**src/rtl/ifm_skew_reader_if.sv**
```systemverilog
// SRAM-side bus of the IFM skew reader: the reader is master, the SRAM wrapper is slave.
interface ifm_skew_reader_if #(
  parameter int SYS_HEIGHT = 9,
  parameter int DATA_W     = 8,
  parameter int ADDR_W     = 10
);
  logic [ADDR_W-1:0]            sram_A;
  logic                         sram_CS;
  logic                         sram_OE;
  logic [SYS_HEIGHT-1:0]        sram_WEB;
  logic [SYS_HEIGHT*DATA_W-1:0] sram_DO;

  modport master (output sram_A, output sram_CS, output sram_OE, output sram_WEB,
                  input  sram_DO);
  modport slave  (input  sram_A, input  sram_CS, input  sram_OE, input  sram_WEB,
                  output sram_DO);
endinterface

```
**src/rtl/ifm_skew_reader.sv**
```systemverilog
// Streams LENGTH IFM rows from SRAM (address wrap at DEPTH), absorbs the 1-cycle read
// latency with a skid register and skews lane i by i cycles for the systolic array.
module ifm_skew_reader #(
  parameter int SYS_HEIGHT = 9,
  parameter int DATA_W     = 8,
  parameter int ADDR_W     = 10,
  parameter int DEPTH      = 912
) (
  input  logic                         clk,
  input  logic                         rst_n,
  input  logic                         start,
  input  logic [ADDR_W-1:0]            base_addr,
  input  logic [ADDR_W-1:0]            length,
  input  logic                         hold,
  output logic                         busy,
  output logic                         done,
  ifm_skew_reader_if.master            sram,
  output logic [SYS_HEIGHT*DATA_W-1:0] lane_data,
  output logic [SYS_HEIGHT-1:0]        lane_valid
);
  localparam int W = SYS_HEIGHT * DATA_W;

  typedef enum logic [1:0] {IDLE, READ, DRAIN} state_t;

  state_t              state_q;
  logic [ADDR_W-1:0]   addr_q;
  logic [ADDR_W-1:0]   rem_q;
  logic                busy_q;
  logic                done_q;
  logic                pend_q;
  logic                skid_v_q;
  logic [W-1:0]        skid_q;

  logic                issue;
  logic                cap_v;
  logic [W-1:0]        cap_word;
  logic [SYS_HEIGHT-1:0] lane_nx;
  logic                empty_nx;

  assign issue    = (state_q == READ) && !hold;
  assign cap_v    = skid_v_q || pend_q;
  assign cap_word = skid_v_q ? skid_q : sram.sram_DO;

  // Pipeline is empty after this edge: nothing issued or in flight, and no lane keeps a valid.
  assign empty_nx = !issue && !pend_q && !skid_v_q && (lane_nx == '0);

  assign sram.sram_A   = addr_q;
  assign sram.sram_CS  = issue;
  assign sram.sram_OE  = issue;
  assign sram.sram_WEB = '1;
  assign busy          = busy_q;
  assign done          = done_q;

  always_ff @(posedge clk or negedge rst_n) begin
    if (!rst_n) begin
      state_q <= IDLE;
      addr_q  <= '0;
      rem_q   <= '0;
      busy_q  <= 1'b0;
      done_q  <= 1'b0;
    end else begin
      done_q <= 1'b0;
      case (state_q)
        IDLE: begin
          if (start) begin
            if (length == '0) begin
              done_q <= 1'b1;
            end else begin
              addr_q  <= base_addr;
              rem_q   <= length;
              busy_q  <= 1'b1;
              state_q <= READ;
            end
          end
        end
        READ: begin
          if (!hold) begin
            addr_q <= (addr_q == ADDR_W'(DEPTH - 1)) ? '0 : addr_q + 1'b1;
            rem_q  <= rem_q - 1'b1;
            if (rem_q == ADDR_W'(1)) state_q <= DRAIN;
          end
        end
        DRAIN: begin
          if (empty_nx) begin
            busy_q  <= 1'b0;
            done_q  <= 1'b1;
            state_q <= IDLE;
          end
        end
        default: state_q <= IDLE;
      endcase
    end
  end

  // A word returning during hold is parked in the skid; no read issues while hold is high.
  always_ff @(posedge clk or negedge rst_n) begin
    if (!rst_n) begin
      pend_q   <= 1'b0;
      skid_v_q <= 1'b0;
      skid_q   <= '0;
    end else begin
      pend_q <= issue;
      if (hold && pend_q) begin
        skid_q   <= sram.sram_DO;
        skid_v_q <= 1'b1;
      end else if (!hold) begin
        skid_v_q <= 1'b0;
      end
    end
  end

  for (genvar gi = 0; gi < SYS_HEIGHT; gi++) begin : g_lane
    logic [DATA_W-1:0] d_q [0:gi];
    logic [gi:0]       v_q;
    logic [gi:0]       low;
    logic              nx;

    always_ff @(posedge clk or negedge rst_n) begin
      if (!rst_n) begin
        v_q <= '0;
        for (int unsigned j = 0; j < gi + 1; j++) d_q[j] <= '0;
      end else if (!hold) begin
        d_q[0] <= cap_word[gi*DATA_W +: DATA_W];
        v_q[0] <= cap_v;
        for (int unsigned j = gi; j > 0; j--) begin
          d_q[j] <= d_q[j-1];
          v_q[j] <= v_q[j-1];
        end
      end
    end

    always_comb begin
      low     = v_q;
      low[gi] = 1'b0;
      nx      = hold ? (|v_q) : (|low);
    end

    assign lane_nx[gi]                    = nx;
    assign lane_valid[gi]                 = v_q[gi];
    assign lane_data[gi*DATA_W +: DATA_W] = v_q[gi] ? d_q[gi] : '0;
  end
endmodule

```
**src/flat_wrapper.sv**
```systemverilog
// flat-port wrapper written by rule: the top's interface ports become plain ports
module ifm_skew_reader_flat 
#(
  parameter int SYS_HEIGHT = 9,
  parameter int DATA_W     = 8,
  parameter int ADDR_W     = 10,
  parameter int DEPTH      = 912
)
  (clk, rst_n, start, base_addr, length, hold, busy, done, lane_data, lane_valid, sram_sram_A, sram_sram_CS, sram_sram_OE, sram_sram_WEB, sram_sram_DO);
  ifm_skew_reader_if #(.SYS_HEIGHT(SYS_HEIGHT), .DATA_W(DATA_W), .ADDR_W(ADDR_W)) sram_i ();
  input  logic clk;
  input  logic rst_n;
  input  logic start;
  input  logic [ADDR_W-1:0] base_addr;
  input  logic [ADDR_W-1:0] length;
  input  logic hold;
  output logic busy;
  output logic done;
  output logic [SYS_HEIGHT*DATA_W-1:0] lane_data;
  output logic [SYS_HEIGHT-1:0] lane_valid;
  output wire logic [$bits(sram_i.sram_A)-1:0] sram_sram_A;
  output wire logic [$bits(sram_i.sram_CS)-1:0] sram_sram_CS;
  output wire logic [$bits(sram_i.sram_OE)-1:0] sram_sram_OE;
  output wire logic [$bits(sram_i.sram_WEB)-1:0] sram_sram_WEB;
  input wire logic [$bits(sram_i.sram_DO)-1:0] sram_sram_DO;
  assign sram_sram_A = sram_i.sram_A;
  assign sram_sram_CS = sram_i.sram_CS;
  assign sram_sram_OE = sram_i.sram_OE;
  assign sram_sram_WEB = sram_i.sram_WEB;
  assign sram_i.sram_DO = sram_sram_DO;
  ifm_skew_reader #(.SYS_HEIGHT(SYS_HEIGHT), .DATA_W(DATA_W), .ADDR_W(ADDR_W), .DEPTH(DEPTH)) u_core (.clk(clk), .rst_n(rst_n), .start(start), .base_addr(base_addr), .length(length), .hold(hold), .busy(busy), .done(done), .sram(sram_i), .lane_data(lane_data), .lane_valid(lane_valid));
endmodule
```
**config.mk**
```make
export PLATFORM = sky130hd
export DESIGN_NAME = ifm_skew_reader_flat
export DESIGN_NICKNAME = d
export VERILOG_FILES = /design/src/rtl/ifm_skew_reader_if.sv /design/src/rtl/ifm_skew_reader.sv /design/src/flat_wrapper.sv
export SDC_FILE = /design/constraint.sdc
export NUM_CORES = 1
export LEC_CHECK = 0
export CAP_MARGIN = 20
export CORE_UTILIZATION = 44
export DETAILED_ROUTE_END_ITERATION = 12
export HOLD_SLACK_MARGIN = 0.06
export PLACE_DENSITY = 0.67
export SLEW_MARGIN = 20
export SYNTH_ARGS = -nofsm -noshare
export SYNTH_HDL_FRONTEND = slang
export SYNTH_SLANG_ARGS = --single-unit
```
**constraint.sdc**
```tcl
create_clock -name clk -period 1.6 [get_ports clk]
set_input_delay 0.32 -clock clk [delete_from_list [all_inputs] [get_ports clk]]
set_output_delay 0.32 -clock clk [all_outputs]
set_load 0.1 [all_outputs]
```
Word level (Yosys, flattened, before mapping). Index checks and enable logic that the tools add are counted.

Input port bits: 96. Output and inout port bits: 104. Word-level logic and storage cells: 151. Bits in registers: 503.

Reduce and logical (&&, ||, !) cells: 33. Equal/unequal tests: 10. Add/sub/neg operators: 2. Multiplexer cells: 44.

Operators with widths (count): two-way mux 72 bit (1); two-way mux 8 bit (9); two-way mux 10 bit (7); one-hot mux 10 bit (2 select lines) (2); two-way mux 1 bit (17); OR reduction 8 bit (2); OR reduction 7 bit (2); OR reduction 6 bit (2); adder 10 x 1 -> 10 bit, second input constant (1); == test 10 x 1 -> 1 bit, second input constant (1); == test 10 bit, second input constant (1); logical NOT 10 bit (1); two-way mux 2 bit (5); OR reduction 5 bit (2); subtractor 10 x 1 -> 10 bit, second input constant (1); logical NOT 9 bit (1); OR reduction 9 bit (1); != test 2 bit, second input constant (4); AND reduction 4 bit (2); OR reduction 4 bit (2); one-hot mux 2 bit (3 select lines) (1); OR reduction 3 bit (2); logical AND 1 bit (5); AND reduction 5 bit (1); 9 further kinds (16).

Longest topological paths before layout.
Word-level depth: 8. Mapped depth: 7. Depth with buffers taken out: 6.

Worst setup path after synthesis. No wires, ideal clock.

Path type: reg2out. From: register u_core.state_q[1]. To: output sram_sram_OE. Arrival: 2.814 ns. Slack: -1.534 ns. Required time: 1.280 ns. Cell stages (with the launch flop): 6. Buffers on the path: 3. Cells stage by stage: dfrtp_1 nand2b_1 buf_2 clkbuf_1 nor2_1 buf_4.

Cells in the longest elaborated chain, start to end: 2.

Ends and longest elaborated chain: from (decl) (RTL line ifm_skew_reader.sv:25) `state_t state_q;`; from (signal assigned) (RTL line ifm_skew_reader.sv:56) `state_q <= IDLE;`; from (signal assigned) (RTL line ifm_skew_reader.sv:72) `state_q <= READ;`; from (signal assigned) (RTL line ifm_skew_reader.sv:80) `if (rem_q == ADDR_W'(1)) state_q <= DRAIN;`; == test 2 x 1 -> 1 bit (RTL line ifm_skew_reader.sv:40) `assign issue = (state_q == READ) && !hold;`; logical AND 1 bit (RTL line ifm_skew_reader.sv:40); to (decl) (RTL line flat_wrapper.sv:23) `output wire logic [$bits(sram_i.sram_OE)-1:0] sram_sram_OE;`.

Every way passes these cells.

==> impl_results.md <==
* WP data required at 1280 ps
* Power, Total at 43.6 mW
* Initial core utilization at 0.450
* LEAKAGE at 11.4 nW
* First-pass GRT wire length at 63.4 mm
* Antenna-violating nets left at 0
* Layout cells sized above 1 at 0.471
* Worst R2R Start: u_core.sram.sram_A[5]
* Die H at 210 um
* PortBufs at 190
* P&R area growth vs syn at 35.1%
* Seq pwr share at 0.382
* Tightest Pin Transition at 598 ps
* Synth Warn # at 0
* Area of the core at about 42000 sq um
* Worst-path clk slew at 60 ps
* Die area at ~44000 sq um
* Final min period at 1900 ps
* Synth unique cells at 50
* Synth Area in XOR/XNOR at 0
* Post-Synth Simple-Gate Area at 0.0611
* Worst R2R Path Depth at 4
* Final setup violation count at between 100 and 150
* Most common cell after layout, fill and taps aside: dfrtp_1
* WL/cell at 17.2 um
* Logic pwr share at 0.361
* Clk root buf: clkbuf_16
* Post-DP HPWL at between 20 and 30 mm
* Worst Hold Class: in2async
* Worst-skew pair later-pin latency at 580 ps
* CTS Buf Count at 51
* Mapped Cells at between 1k and 1.5k
* Initial DRT Pass Iterations at 5
* FF+latch count, synth at 467
* Post-synthesis mux area share at 0.255
* Max-cap violations at 0
* Clk network pwr share at 0.257
* Worst Slack Setup Final at -301 ps
* Final Max Slew Viols at 0
* Critical path depth at 3
* Final Wtd Congestion at slightly below 0.8
* CTS tree: done
* Die X at 210 um
* Most frequent cells in the layout: dfrtp_1, mux2_2, buf_12
* Crit path max fanout at 11
* Largest net degree at the start of global routing at between 70 and 80
* Largest family of logic cells by synthesized area: multiplexers
* Slew HR at 0.601
* Grt ovf at 0
* Psw at 14.8 mW
* Largest cells by area after synthesis: dfrtp_1, mux2_2, mux2i_1
* CP dominant cell by count: buf_12
* Num ports at 200
* Gr usage total at 0.180
* Worst setup path start: u_core.g_lane[8].v_q[5]
* Failing checks: setup timing
* Power Internal at 28.8 mW
* Layout net count at about 1.8k
* Crit. End Element: primary output
* Via density at 5.06
* Initial antenna violation count at 6
* Max H-tree Level at 2
* CP peak stage delay at between 400 and 500 ps
* Seq/Total Area, Yosys at 0.612
* Dominant cell type by area after synthesis: dfrtp_1
* DRC at 0
* Final Hold Vio Count at 0
* Final Util at 0.608
* Post-Route WL at 39.1 mm
* Vias in the first global route at around 12k
* CTS sink cnt at 467
* Post-Synth Adder-Cell Area at 0.00197
* Synthesized area at 19100 sq um
* Ys flop type: dfrtp_1
* Vias at 11.5k
* Crit path kind: reg2out
* Clock Path Buffers at 3
* RSZ-0062 raised after global routing: true
* Status: finished with violations
* CP Launch Type: register
* Area share of the largest cell type after synthesis at 0.612
* Switching share of power at 0.340
* # rows at between 70 and 80
* Clk_skew at 12.1 ps
* Pwr dens at around 1700 nW/um^2
* Compound-Gate Fraction of Synth Area at 0.0441
* Slowest CP cell: dfrtp_4
* Synth async-reset ratio at 1.00
* WP buf/inv at 2
* CP Cell Sequence: buf_12 -> and2_4 -> buf_12
* Post-synth EDFFs at 0
* Family with the most delay on the worst path: flip-flops
* DR iter-0 viols at approximately 580
* Max Fclk at 0.526 GHz
* Maximum vdd drop at about 0.0011 V
* Average size of a mapped cell at 13.9 sq um
* Arrival @ worst endpoint at 1580 ps
* Tcrit/Tclk final at 1.19
==> per-stage QoR <==
| stage | worst slack [ps] | instances | cell area [sq um] | hold WS, ps | setup TNS [ps] |
|---|---|---|---|---|---|
| final | -301 | 2278 | 25800 | 171 | -21830 |
| after global routing | -348 | 2277 | 25800 | 174 | -27160 |
| after CTS | -343 | 2266 | 25600 | 152 | -23650 |
| after detailed placement | -447 | 2147 | 23500 | 158 | -7570 |
| after global placement | -438 | 2147 | 23500 | 162 | -7400 |
| after floorplan | -398 | 1383 | 19400 | 24.4 | -2340 |
==> metal layers <==
metal  track usage  vias to the layer above  wire length [um]
met4        0.0586                        6               757
met3        0.0377                       61              1710
met2         0.298                      173             19400
met5             0                        -                54
li1              -                     5415                 -
met1         0.237                     5868             17200
==> repair_timing <==
item,CTS,global route
gates resized for setup,58,29
setup endpoints to repair,109,111
pin swaps,6,15
hold buffers,2,0
cloned,4,2
buffers inserted,27,9
hold endpoints to repair,454,0
==> final cells by class <==
class | count | area (sq um)
Sequential cell | 467 | 11700
Clock buffer | 76 | 1510
Tap cell | 577 | 722
Inverter | 6 | 22.5
Antenna cell | 3 | 7.51
Timing Repair Buffer | 320 | 4350
Multi-Input combinational cell | 816 | 7330
Clock inverter | 13 | 111
Fill cell | 3337 | 16600
==> state kept, by name, indices dropped and copies added, names as in the netlist <==
name / cells
u_core.skid_v_q: 1
u_core.g_lane.d_q: 360
u_core.rem_q: 10
u_core.done: 1
u_core.state_q: 2
u_core.g_lane.v_q: 9
u_core.pend_q: 1
u_core.sram.sram_A: 10
u_core.skid_q: 72
u_core.busy: 1
==> worst paths after layout <==
check	to	slack, ps
hold reg to reg	u_core.g_lane[7].d_q[56]	480
min in group clk	u_core.g_lane[8].d_q[39]	230
setup / recovery	lane_data[46]	-300
hold / removal	u_core.g_lane[3].d_q[0]	170
setup reg to reg	u_core.sram.sram_A[9]	-220
max in group asynchronous	u_core.skid_q[1]	730
==> power groups by stage <==
| stage | logic [mW] | clock network (mW) | registers (mW) |
|---|---|---|---|
| floorplan | 8.39 | 0 | 17.6 |
| detailed placement | 14.9 | 0 | 16.8 |
| CTS | 15.6 | 11.6 | 16.6 |
| finish | 15.8 | 11.2 | 16.7 |
| global route | 16.5 | 12.1 | 17.1 |
| global placement | 14.7 | 0 | 16.6 |
==> kinds of logic after synthesis <==
family          count (synthesis)
other cells                     1
flops                         467
buf+inv                       101
compound gates                140
mux                           440
fa+ha+maj                       3
simple gates                  223
==> synthesized netlist by cell type (2+ instances only) <==
cell type and instances:
ha_1 3, nor2b_1 2, a22o_1 4, clkbuf_1 25
nand3_1 9, nor2_1 15, a31oi_1 8, and2_1 74
buf_2 58, o31ai_1 3, a21oi_1 16, nand2_1 88
nor3_1 5, mux2i_1 73, and3_1 2, o2bb2ai_1 8
nand4_1 5, nand2b_1 4, o32ai_1 2, nor4_1 8
o21ai_0 83, or4_1 2, dfrtp_1 467, buf_4 11
o211ai_1 4, mux2_2 367, inv_1 6
==> worst register-to-register path: stages (launching register included) <==
cell	delay [ps]
dfrtp_4	480
or4b_4	580
o31ai_4	350
o211ai_2	100
a22o_1	190
No activity file was read; power rests on OpenSTA's default activity.
